===== config.mk =====
export PLATFORM = sky130hd
export DESIGN_NAME = fbs_stack
export DESIGN_NICKNAME = d
export VERILOG_FILES = /design/src/rtl/fbs_stack_pkg.sv /design/src/rtl/fbs_stack_mem.sv /design/src/rtl/fbs_stack.sv
export SDC_FILE = /design/constraint.sdc
export NUM_CORES = 2
export LEC_CHECK = 0
export BUFFER_PORTS_ARGS = -buffer_cell sky130_fd_sc_hd__buf_2
export CAP_MARGIN = 20
export CORE_UTILIZATION = 60
export DETAILED_ROUTE_END_ITERATION = 8
export GPL_ROUTABILITY_DRIVEN = 0
export PLACE_DENSITY = 0.79
export SYNTH_ARGS = -nofsm -noshare
export SYNTH_HDL_FRONTEND = slang
export SYNTH_SLANG_ARGS = --single-unit

===== constraint.sdc =====
create_clock -name clk -period 23.5 [get_ports clk]
set_clock_uncertainty 0.2 [all_clocks]
set_input_delay 0 -clock clk [delete_from_list [all_inputs] [get_ports clk]]
set_output_delay 0 -clock clk [all_outputs]
set_load 0.05 [all_outputs]

===== src/rtl/fbs_stack_pkg.sv =====
// Shared definitions for the f-register backup stack and the register file beside it.
// Holds default geometry and the backup/restore operation decode.
package fbs_stack_pkg;

    localparam int FBS_DATA_W = 256;
    localparam int FBS_DEPTH  = 8;
    localparam int FBS_REG_W  = 16;
    localparam int FBS_NREGS  = 16;

    typedef enum logic [1:0] {
        OP_HOLD = 2'b00,
        OP_PUSH = 2'b01,
        OP_POP  = 2'b10,
        OP_XCHG = 2'b11
    } op_e;

    function automatic op_e decode_op(input logic backup, input logic restore);
        op_e op;
        case ({backup, restore})
            2'b10:   op = OP_PUSH;
            2'b01:   op = OP_POP;
            2'b11:   op = OP_XCHG;
            default: op = OP_HOLD;
        endcase
        return op;
    endfunction

endpackage


===== src/rtl/fbs_stack_mem.sv =====
// Snapshot storage: DEPTH x DATA_W array, one synchronous write port, one async read port.
// Deliberately not reset; contents are meaningless until written.
module fbs_stack_mem
    import fbs_stack_pkg::*;
#(
    parameter int  DATA_W = FBS_DATA_W,
    parameter int  DEPTH  = FBS_DEPTH,
    localparam int AW     = (DEPTH > 1) ? $clog2(DEPTH) : 1
) (
    input  logic              clk,
    input  logic              we,
    input  logic [AW-1:0]     waddr,
    input  logic [DATA_W-1:0] wdata,
    input  logic [AW-1:0]     raddr,
    output logic [DATA_W-1:0] rdata
);

    logic [DATA_W-1:0] r_mem [DEPTH];

    always_ff @(posedge clk) begin
        if (we) begin
            r_mem[waddr] <= wdata;
        end
    end

    assign rdata = r_mem[raddr];

endmodule


===== src/rtl/fbs_stack.sv =====
// LIFO of f-register file snapshots for nested call/interrupt levels, with occupancy,
// sticky error flags and a defined simultaneous backup+restore (exchange / bypass).
module fbs_stack
    import fbs_stack_pkg::*;
#(
    parameter int  DATA_W = FBS_DATA_W,
    parameter int  DEPTH  = FBS_DEPTH,
    localparam int CNT_W  = $clog2(DEPTH + 1)
) (
    input  logic              clk,
    input  logic              reset,
    input  logic              backup,
    input  logic              restore,
    input  logic [DATA_W-1:0] data_in,
    output logic [DATA_W-1:0] data_out,
    output logic              restore_out,
    output logic [CNT_W-1:0]  count,
    output logic              full,
    output logic              empty,
    output logic              overflow,
    output logic              underflow
);

    localparam int AW = (DEPTH > 1) ? $clog2(DEPTH) : 1;

    logic [CNT_W-1:0]  r_count;
    logic [DATA_W-1:0] r_data_out;
    logic              r_restore_out;
    logic              r_overflow;
    logic              r_underflow;

    op_e               w_op;
    logic              w_full;
    logic              w_empty;
    logic              w_we;
    logic [AW-1:0]     w_waddr;
    logic [AW-1:0]     w_raddr;
    logic [DATA_W-1:0] w_rdata;

    assign w_op    = decode_op(backup, restore);
    assign w_full  = (r_count == CNT_W'(DEPTH));
    assign w_empty = (r_count == '0);

    // Top-of-stack address from the pre-edge count; exchange reads and overwrites the same slot.
    assign w_raddr = w_empty ? '0 : AW'(r_count - CNT_W'(1));
    assign w_we    = !reset && (((w_op == OP_PUSH) && !w_full) ||
                                ((w_op == OP_XCHG) && !w_empty));
    assign w_waddr = (w_op == OP_PUSH) ? AW'(r_count) : w_raddr;

    fbs_stack_mem #(
        .DATA_W (DATA_W),
        .DEPTH  (DEPTH)
    ) u_mem (
        .clk    (clk),
        .we     (w_we),
        .waddr  (w_waddr),
        .wdata  (data_in),
        .raddr  (w_raddr),
        .rdata  (w_rdata)
    );

    always_ff @(posedge clk) begin
        if (reset) begin
            r_count       <= '0;
            r_data_out    <= '0;
            r_restore_out <= 1'b0;
            r_overflow    <= 1'b0;
            r_underflow   <= 1'b0;
        end else begin
            r_restore_out <= 1'b0;
            case (w_op)
                OP_PUSH: begin
                    if (w_full) begin
                        r_overflow <= 1'b1;
                    end else begin
                        r_count <= r_count + CNT_W'(1);
                    end
                end
                OP_POP: begin
                    if (w_empty) begin
                        r_underflow <= 1'b1;
                    end else begin
                        r_data_out    <= w_rdata;
                        r_count       <= r_count - CNT_W'(1);
                        r_restore_out <= 1'b1;
                    end
                end
                OP_XCHG: begin
                    // Empty exchange forwards the incoming image straight through.
                    r_data_out    <= w_empty ? data_in : w_rdata;
                    r_restore_out <= 1'b1;
                end
                default: begin
                end
            endcase
        end
    end

    assign data_out    = r_data_out;
    assign restore_out = r_restore_out;
    assign count       = r_count;
    assign full        = w_full;
    assign empty       = w_empty;
    assign overflow    = r_overflow;
    assign underflow   = r_underflow;

endmodule

==> Word level (Yosys, flattened, before mapping) <==
Memories as Yosys holds them, arrays and structs flattened.
Cells that the tools add are included.
{ "op_classes": {"n_addsub": 2, "eq_ne": 9, "n_mux": 13, "n_reduce_logical": 14} }
{ "ops": {"columns": ["cell", "count"], "rows": [
  ["$mux W256", 2],
  ["$pmux W256 S2", 1],
  ["$eq A2 B2 Y1 const B", 4],
  ["$mux W4", 2],
  ["$pmux W4 S2", 1],
  ["$mux W3", 2],
  ["$pmux W2 S3", 1],
  ["$reduce_and A2 Y1", 3],
  ["$add A4 B1 Y4 const B", 1],
  ["$eq A2 B1 Y1 const B", 2],
  ["$eq A4 B4 Y1 const B", 1],
  ["$logic_not A4 Y1", 1],
  ["$ne A2 B2 Y1 const B", 2],
  ["$reduce_bool A2 Y1", 2],
  ["$sub A4 B1 Y4 const B", 1],
  ["$logic_and A1 B1 Y1", 3],
  ["$logic_not A1 Y1", 3],
  ["$mux W1", 3],
  ["$reduce_and A3 Y1", 1],
  ["$pmux W1 S2", 1],
  ["$logic_or A1 B1 Y1", 1]
]} }
{ "totals": {"ff_bits": 263, "ram_bits": 2048, "input_bits": 260, "out_inout_bits": 265, "elab_cells": 44, "mem_count": 1} }
{ "memory_table": {"columns": ["name", "depth", "word_bits", "read_ports", "rd_clocked_by_memory_dff", "wr", "line", "text"], "rows": [
  ["u_mem.r_mem", 8, 256, 1, 0, 1, "fbs_stack_mem.sv:18", "logic [DATA_W-1:0] r_mem [DEPTH];"]
]} }

==> Logic depth before layout (Yosys ltp) <==
{ "depth": {"depth_word": 8, "depth_mapped": 14, "mapped_depth_nobuf": 8} }

==> Cells and area by module <==
A second synthesis with hierarchy kept.
{ "hier_totals": {"cells_unflattened": 4455, "area_unflattened_um2": 90409.2} }
{ "by_module_without_submodules": {"columns": ["mod", "n_inst", "cells_per_inst", "area_each_um2", "seq_area_each_um2"], "rows": [
  ["fbs_stack_mem", 1, 2971, 76915.0, 61499.0],
  ["fbs_stack", 1, 1484, 13494.2, 5265.0]
]} }

==> Worst setup path before layout <==
No wires, ideal clock.
{ "synth_path": {"path_type": "reg2reg", "startpoint": "register r_count[0] (netlist: count[0])", "endpoint": "memory u_mem.r_mem[4][0] (netlist bit) (enable)", "setup_time_ns": 0.879, "arrival_ns": 13.365, "t_required_ns": 22.421, "slack_ns": 9.056, "path_stages_with_launch": 14, "n_path_buf": 5, "synth_period_minus_slack_ns": 14.444, "cell_sequence": "dfxtp_1 -> buf_2 -> inv_2 -> ha_1 -> buf_2 -> or3b_1 -> buf_2 -> inv_1 -> nor2_2 -> buf_2 -> clkbuf_1 -> nor3_1 -> a31oi_1 -> nor2_1"} }
{ "synth_between": {"elab_chain_len": 7, "elab_cells_between_ends": 13, "classes_between": "add/sub (1); eq/ne (1); mux (4); reduce/logical (7)"} }
{ "synth_lines": {"columns": ["element", "line", "text"], "rows": [
  ["from (decl)", "fbs_stack.sv:26", "logic [CNT_W-1:0] r_count;"],
  ["from (signal assigned)", "fbs_stack.sv:76", "r_count <= r_count + CNT_W'(1);"],
  ["from (signal assigned)", "fbs_stack.sv:84", "r_count <= r_count - CNT_W'(1);"],
  ["$logic_not A4 Y1 (*)", "fbs_stack.sv:42", "assign w_empty = (r_count == '0);"],
  ["named net empty", "fbs_stack.sv:19", "output logic empty,"],
  ["$logic_not A1 Y1", "fbs_stack.sv:47", "((w_op == OP_XCHG) && !w_empty));"],
  ["$logic_and A1 B1 Y1", "fbs_stack.sv:47", null],
  ["$logic_or A1 B1 Y1", "fbs_stack.sv:46", "assign w_we = !reset && (((w_op == OP_PUSH) && !w_full) ||"],
  ["$logic_and A1 B1 Y1", "fbs_stack.sv:46", null],
  ["$mux W1", "fbs_stack_mem.sv:21", "if (we) begin"],
  ["$mux W1 (not written as such)", "fbs_stack_mem.sv:22", "r_mem[waddr] <= wdata;"],
  ["to (decl)", "fbs_stack_mem.sv:18", null]
]} }
Mark *: on every way through the listed nets, which the timed path passes. The rest lies on a longest branch.

==> Worst setup path in the final report <==
{ "layout_path": {"startpoint": "register r_count[0] (netlist: count[0])", "endpoint": "register r_data_out[27] (netlist: data_out[27])"} }
{ "layout_between": {"elab_chain_len": 5, "elab_cells_between_ends": 9, "classes_between": "add/sub (1); eq/ne (1); mux (4); reduce/logical (2); memory (1)"} }
{ "layout_lines": {"columns": ["element", "line", "text"], "rows": [
  ["$sub A4 B1 Y4 / $logic_not A4 Y1 (equally long branches)", null, null],
  ["$mux W3", "fbs_stack.sv:45", "assign w_raddr = w_empty ? '0 : AW'(r_count - CNT_W'(1));"],
  ["$mem_v2 Z8 W256", null, null],
  ["$mux W256 (on tied branches)", "fbs_stack.sv:90, fbs_stack.sv:80", null],
  ["$pmux W256 S2", "fbs_stack.sv:71", "case (w_op)"],
  ["to (signal assigned)", "fbs_stack.sv:83", "r_data_out <= w_rdata;"],
  ["to (signal assigned)", "fbs_stack.sv:90", "r_data_out <= w_empty ? data_in : w_rdata;"],
  ["to (decl)", "fbs_stack.sv:27", "logic [DATA_W-1:0] r_data_out;"]
]} }
Several ways; a longest one is shown, not always the timed one. The select of a mux whose other input is x is not followed.
A chain may end at the register's enable or synchronous reset.

==> results.txt <==
----------------------------------------------------
[Placed design]
  Estimated wirelength of the detail-placed design ... 114 mm
  Count of buffers from port buffering ... 524
  Setup WS pre-CTS ... between 15 and 20 ns
  Post-detailed-placement cell area ... 92300 µm²

[CTS]
  Clock transition at the registers of the reported paths ... 0.06 ns
  Root Buffer Master ... sky130_fd_sc_hd__clkbuf_16
  Number of H-tree branching levels ... 4
  Post-CTS sizing ... 0
  Post-CTS setup repair buffer count ... 0
  Clock tree from TritonCTS ... done
  Clock insertion delay at the later pin of the skew report ... 0.87 ns
  Clock Tree Buf Depth ... 3
  Number of clock sinks ... 2311
  Number of buffers inserted during clock tree synthesis ... 217

[Setup path]
  Data arrival time of the worst path ... between 7 and 8 ns
  Worst reg2reg startpoint ... count[0]
  Startpoint types ... register
  R2r setup slk ... 16.13 ns
  Type of the worst setup path ... register to register
  FF-to-FF End ... data_out[27]
  Type of destination of the critical path ... register
  Max Fanout on Critical Path ... 168
  Required time of the worst setup path ... 24.03 ns
  Cell count of the worst reg-to-reg path ... 11

[Floorplanning]
  Floorplan die area ... 148000 µm²
  Die W ... 385 µm
  Num ports ... approximately 530
  Die extent in y ... 385 µm
  Initial standard-cell utilization of the core ... 0.604
  Number of rows in the core area ... 140
  Placeable core area ... 146000 µm²

[STA]
  Final Hold Violating Endpoints ... 0
  RSZ-0062 raised after global routing ... no
  Total negative slack for setup checks ... 0 ns
  Final setup violation count ... 0
  Final worst setup slack ... 16.13 ns
  Period utilization ... 0.314
  Pins Over Slew Limit ... 0
  Final hold slack ... 0.0327 ns
  Transition time at the pin with the least slew margin ... 1.24 ns
  Worst slew slack as a fraction of its limit ... 0.172
  Period minus WS final ... roughly 7.4 ns
  Achievable clock frequency ... 0.136 GHz

[Routing]
  Detail-routed via count per cell ... 6.56
  Number of antenna-violating nets in the routed design ... 0
  Vias after detailed routing ... 58274
  Starting DRC count in detailed routing ... approximately 7600
  Drt first pass iters ... 6
  WL per Instance ... 27.8 µm
  Routed wire length ... 246 mm
  Post-route DRC ... 0

[Yosys]
  Number of synthesis warnings ... 0
  Most frequently used flop master after synthesis ... sky130_fd_sc_hd__edfxtp_1
  Synthesized netlist net count ... 6036
  Synthesized instance count ... 5773
  Sequential fraction of the synthesis area ... 0.758
  Post-synth design cell area ... 88100 µm²
  Synthesis-stage register bit count ... 2311
  Number of flops mapped to enable cells by yosys ... 2048
  Synth area leader ... sky130_fd_sc_hd__edfxtp_1
  Count of different cell masters after synthesis ... 45
  Most common library cells after synthesis ... sky130_fd_sc_hd__edfxtp_1 (2048), sky130_fd_sc_hd__nand2_1 (636), sky130_fd_sc_hd__mux2i_1 (512)
  Share of flip-flops with an asynchronous set or reset ... 0
  Fraction of post-synthesis cell area in the top cell type by area ... 0.698
  Mean Syn Cell Area ... 15.3 µm²
  Top-count cell post-synth ... sky130_fd_sc_hd__edfxtp_1
  Leading post-synthesis cells by cell area ... sky130_fd_sc_hd__edfxtp_1 (70%), sky130_fd_sc_hd__dfxtp_1 (6.0%), sky130_fd_sc_hd__mux2i_1 (5.8%)

[Worst hold path]
  Class of the tightest hold or removal check ... primary input to register
  Startpoint of the lowest-slack hold path ... data_in[105]
  Worst hold path cell count ... 6
  Worst hold path endpoint ... data_out[105]

[Job]
  Max cap viols ... 0

[Finish]
  Total of fill cells in the finished design ... 8544
  Nets ... approximately 7000
  Post-synthesis to final-layout area growth ... 19.9%
  Final standard cell area without fillers ... 106000 µm²
  Fraction of layout cells with a size suffix above 1 ... 0.143

[Power and ir drop]
  Worst supply voltage drop on vdd ... 87.6 µV
  Leak Pwr ... 35.2 nW
  Pwr/cell area ... 100 nW/µm²

[GRT]
  Total GRT Usage ... 0.325
  Initial antenna violation count ... 32
  Global route total overflow ... 0
  Number of global-route vias before repair ... 58622
  Largest net degree at the start of global routing ... 201
  Wire length of the first global-routing pass ... 361 mm

[Outcome]
  Run status ... complete, no violations

----------------------------------------------------
==> sequential cells by signal (all words and copies together), names as in the netlist <==
signal / flops
count: 4
data_out: 256
overflow: 1
restore_out: 1
u_mem.r_mem: 2048
underflow: 1
==> timing repair <==
action / CTS / global route
hold buffers: 558 / 0
setup endpoints to repair: 0 / 0
endpoints found under the hold margin: 2309 / 0
==> cells by family after synthesis <==
logic type               after synthesis  share of synthesized area
AO/OA/AOI/OAI                       1560                      0.117
XOR/XNOR                               4                   0.000398
adder cells (fa/ha/maj)                3                   0.000426
buffers and inverters                422                     0.0200
flip-flops                          2311                      0.758
multiplexers                         518                     0.0590
AND/OR/NAND/NOR                      955                     0.0453
==> area by class of cell <==
| type | count | area, µm² | area share |
|---|---|---|---|
| antenna | 25 | 62.6 | 0.000593 |
| inverter | 4 | 15.0 | 0.000142 |
| clock inverter | 114 | 1460 | 0.0139 |
| clock buffer | 298 | 6130 | 0.0580 |
| tap | 1917 | 2400 | 0.0227 |
| sequential | 2311 | 66800 | 0.633 |
| timing repair buffer | 1169 | 8990 | 0.0852 |
| multi-input combinational | 3040 | 19700 | 0.187 |
==> critical path, stage by stage, from the launching register on <==
cell and delay, ns:
sky130_fd_sc_hd__dfxtp_4 1.04, sky130_fd_sc_hd__inv_2 0.35, sky130_fd_sc_hd__ha_1 0.42, sky130_fd_sc_hd__or3b_4 0.53
sky130_fd_sc_hd__buf_4 0.70, sky130_fd_sc_hd__inv_1 0.34, sky130_fd_sc_hd__nor2_4 0.81, sky130_fd_sc_hd__buf_4 0.89
sky130_fd_sc_hd__buf_12 0.59, sky130_fd_sc_hd__nand2_1 0.17, sky130_fd_sc_hd__a311o_1 0.43, sky130_fd_sc_hd__a211oi_1 0.29
==> metrics by stage <==
stage / total power [W] / cells / utilization
after floorplan: 0.00620 / 5773 / -
after global routing: 0.0108 / 8871 / 0.724
after CTS: 0.0105 / 8850 / 0.723
final: 0.0106 / 8878 / 0.724
after global placement: 0.00677 / 7879 / 0.633
after detailed placement: 0.00681 / 7880 / 0.633
==> routing by layer <==
layer	up-vias	part of all wire	global-route usage
li1	24472	-	-
met1	28858	0.36	0.429
met2	4190	0.48	0.520
met3	736	0.11	0.0662
met4	18	0.045	0.154
met5	-	0.00046	0
==> cell usage in the layout (no fill, tap or decap), types with 35 or more instances in the layout <==
cell type,count
sky130_fd_sc_hd__o21ai_0,501
sky130_fd_sc_hd__buf_2,523
sky130_fd_sc_hd__edfxtp_1,2048
sky130_fd_sc_hd__clkbuf_1,44
sky130_fd_sc_hd__o22ai_1,129
sky130_fd_sc_hd__nor2_1,147
sky130_fd_sc_hd__a311o_1,129
sky130_fd_sc_hd__clkbuf_16,219
sky130_fd_sc_hd__o31ai_1,121
sky130_fd_sc_hd__nor2b_1,134
sky130_fd_sc_hd__buf_4,78
sky130_fd_sc_hd__mux2i_1,512
sky130_fd_sc_hd__dfxtp_1,262
sky130_fd_sc_hd__clkinv_2,42
sky130_fd_sc_hd__a21oi_1,139
sky130_fd_sc_hd__clkbuf_8,35
sky130_fd_sc_hd__a211oi_1,372
sky130_fd_sc_hd__nand2_1,634
sky130_fd_sc_hd__a22oi_1,135
sky130_fd_sc_hd__dlygate4sd3_1,558
==> how the worst max path moves through the flow <==
stage / cells after the start / slack [ns] / to / startpoint
after CTS: 12 / 16.31 / u_mem.r_mem[1][100] / count[0]
after detailed placement: 12 / 16.31 / u_mem.r_mem[1][106] / count[0]
after global placement: 12 / 16.40 / u_mem.r_mem[1][109] / count[0]
final: 11 / 16.13 / data_out[27] / count[0]
after floorplan: 13 / 9.06 / u_mem.r_mem[4][0] / count[0]
after global routing: 12 / 15.95 / u_mem.r_mem[5][151] / count[0]
==> report_power, final <==
group          internal, W  leakage, nW  total, W  switching, W
Combinational     0.000596         10.9   0.00214       0.00155
Sequential         0.00466         20.6   0.00476      0.000103
Clock              0.00211         3.70   0.00367       0.00156
No activity file was read; power rests on OpenSTA's default activity.
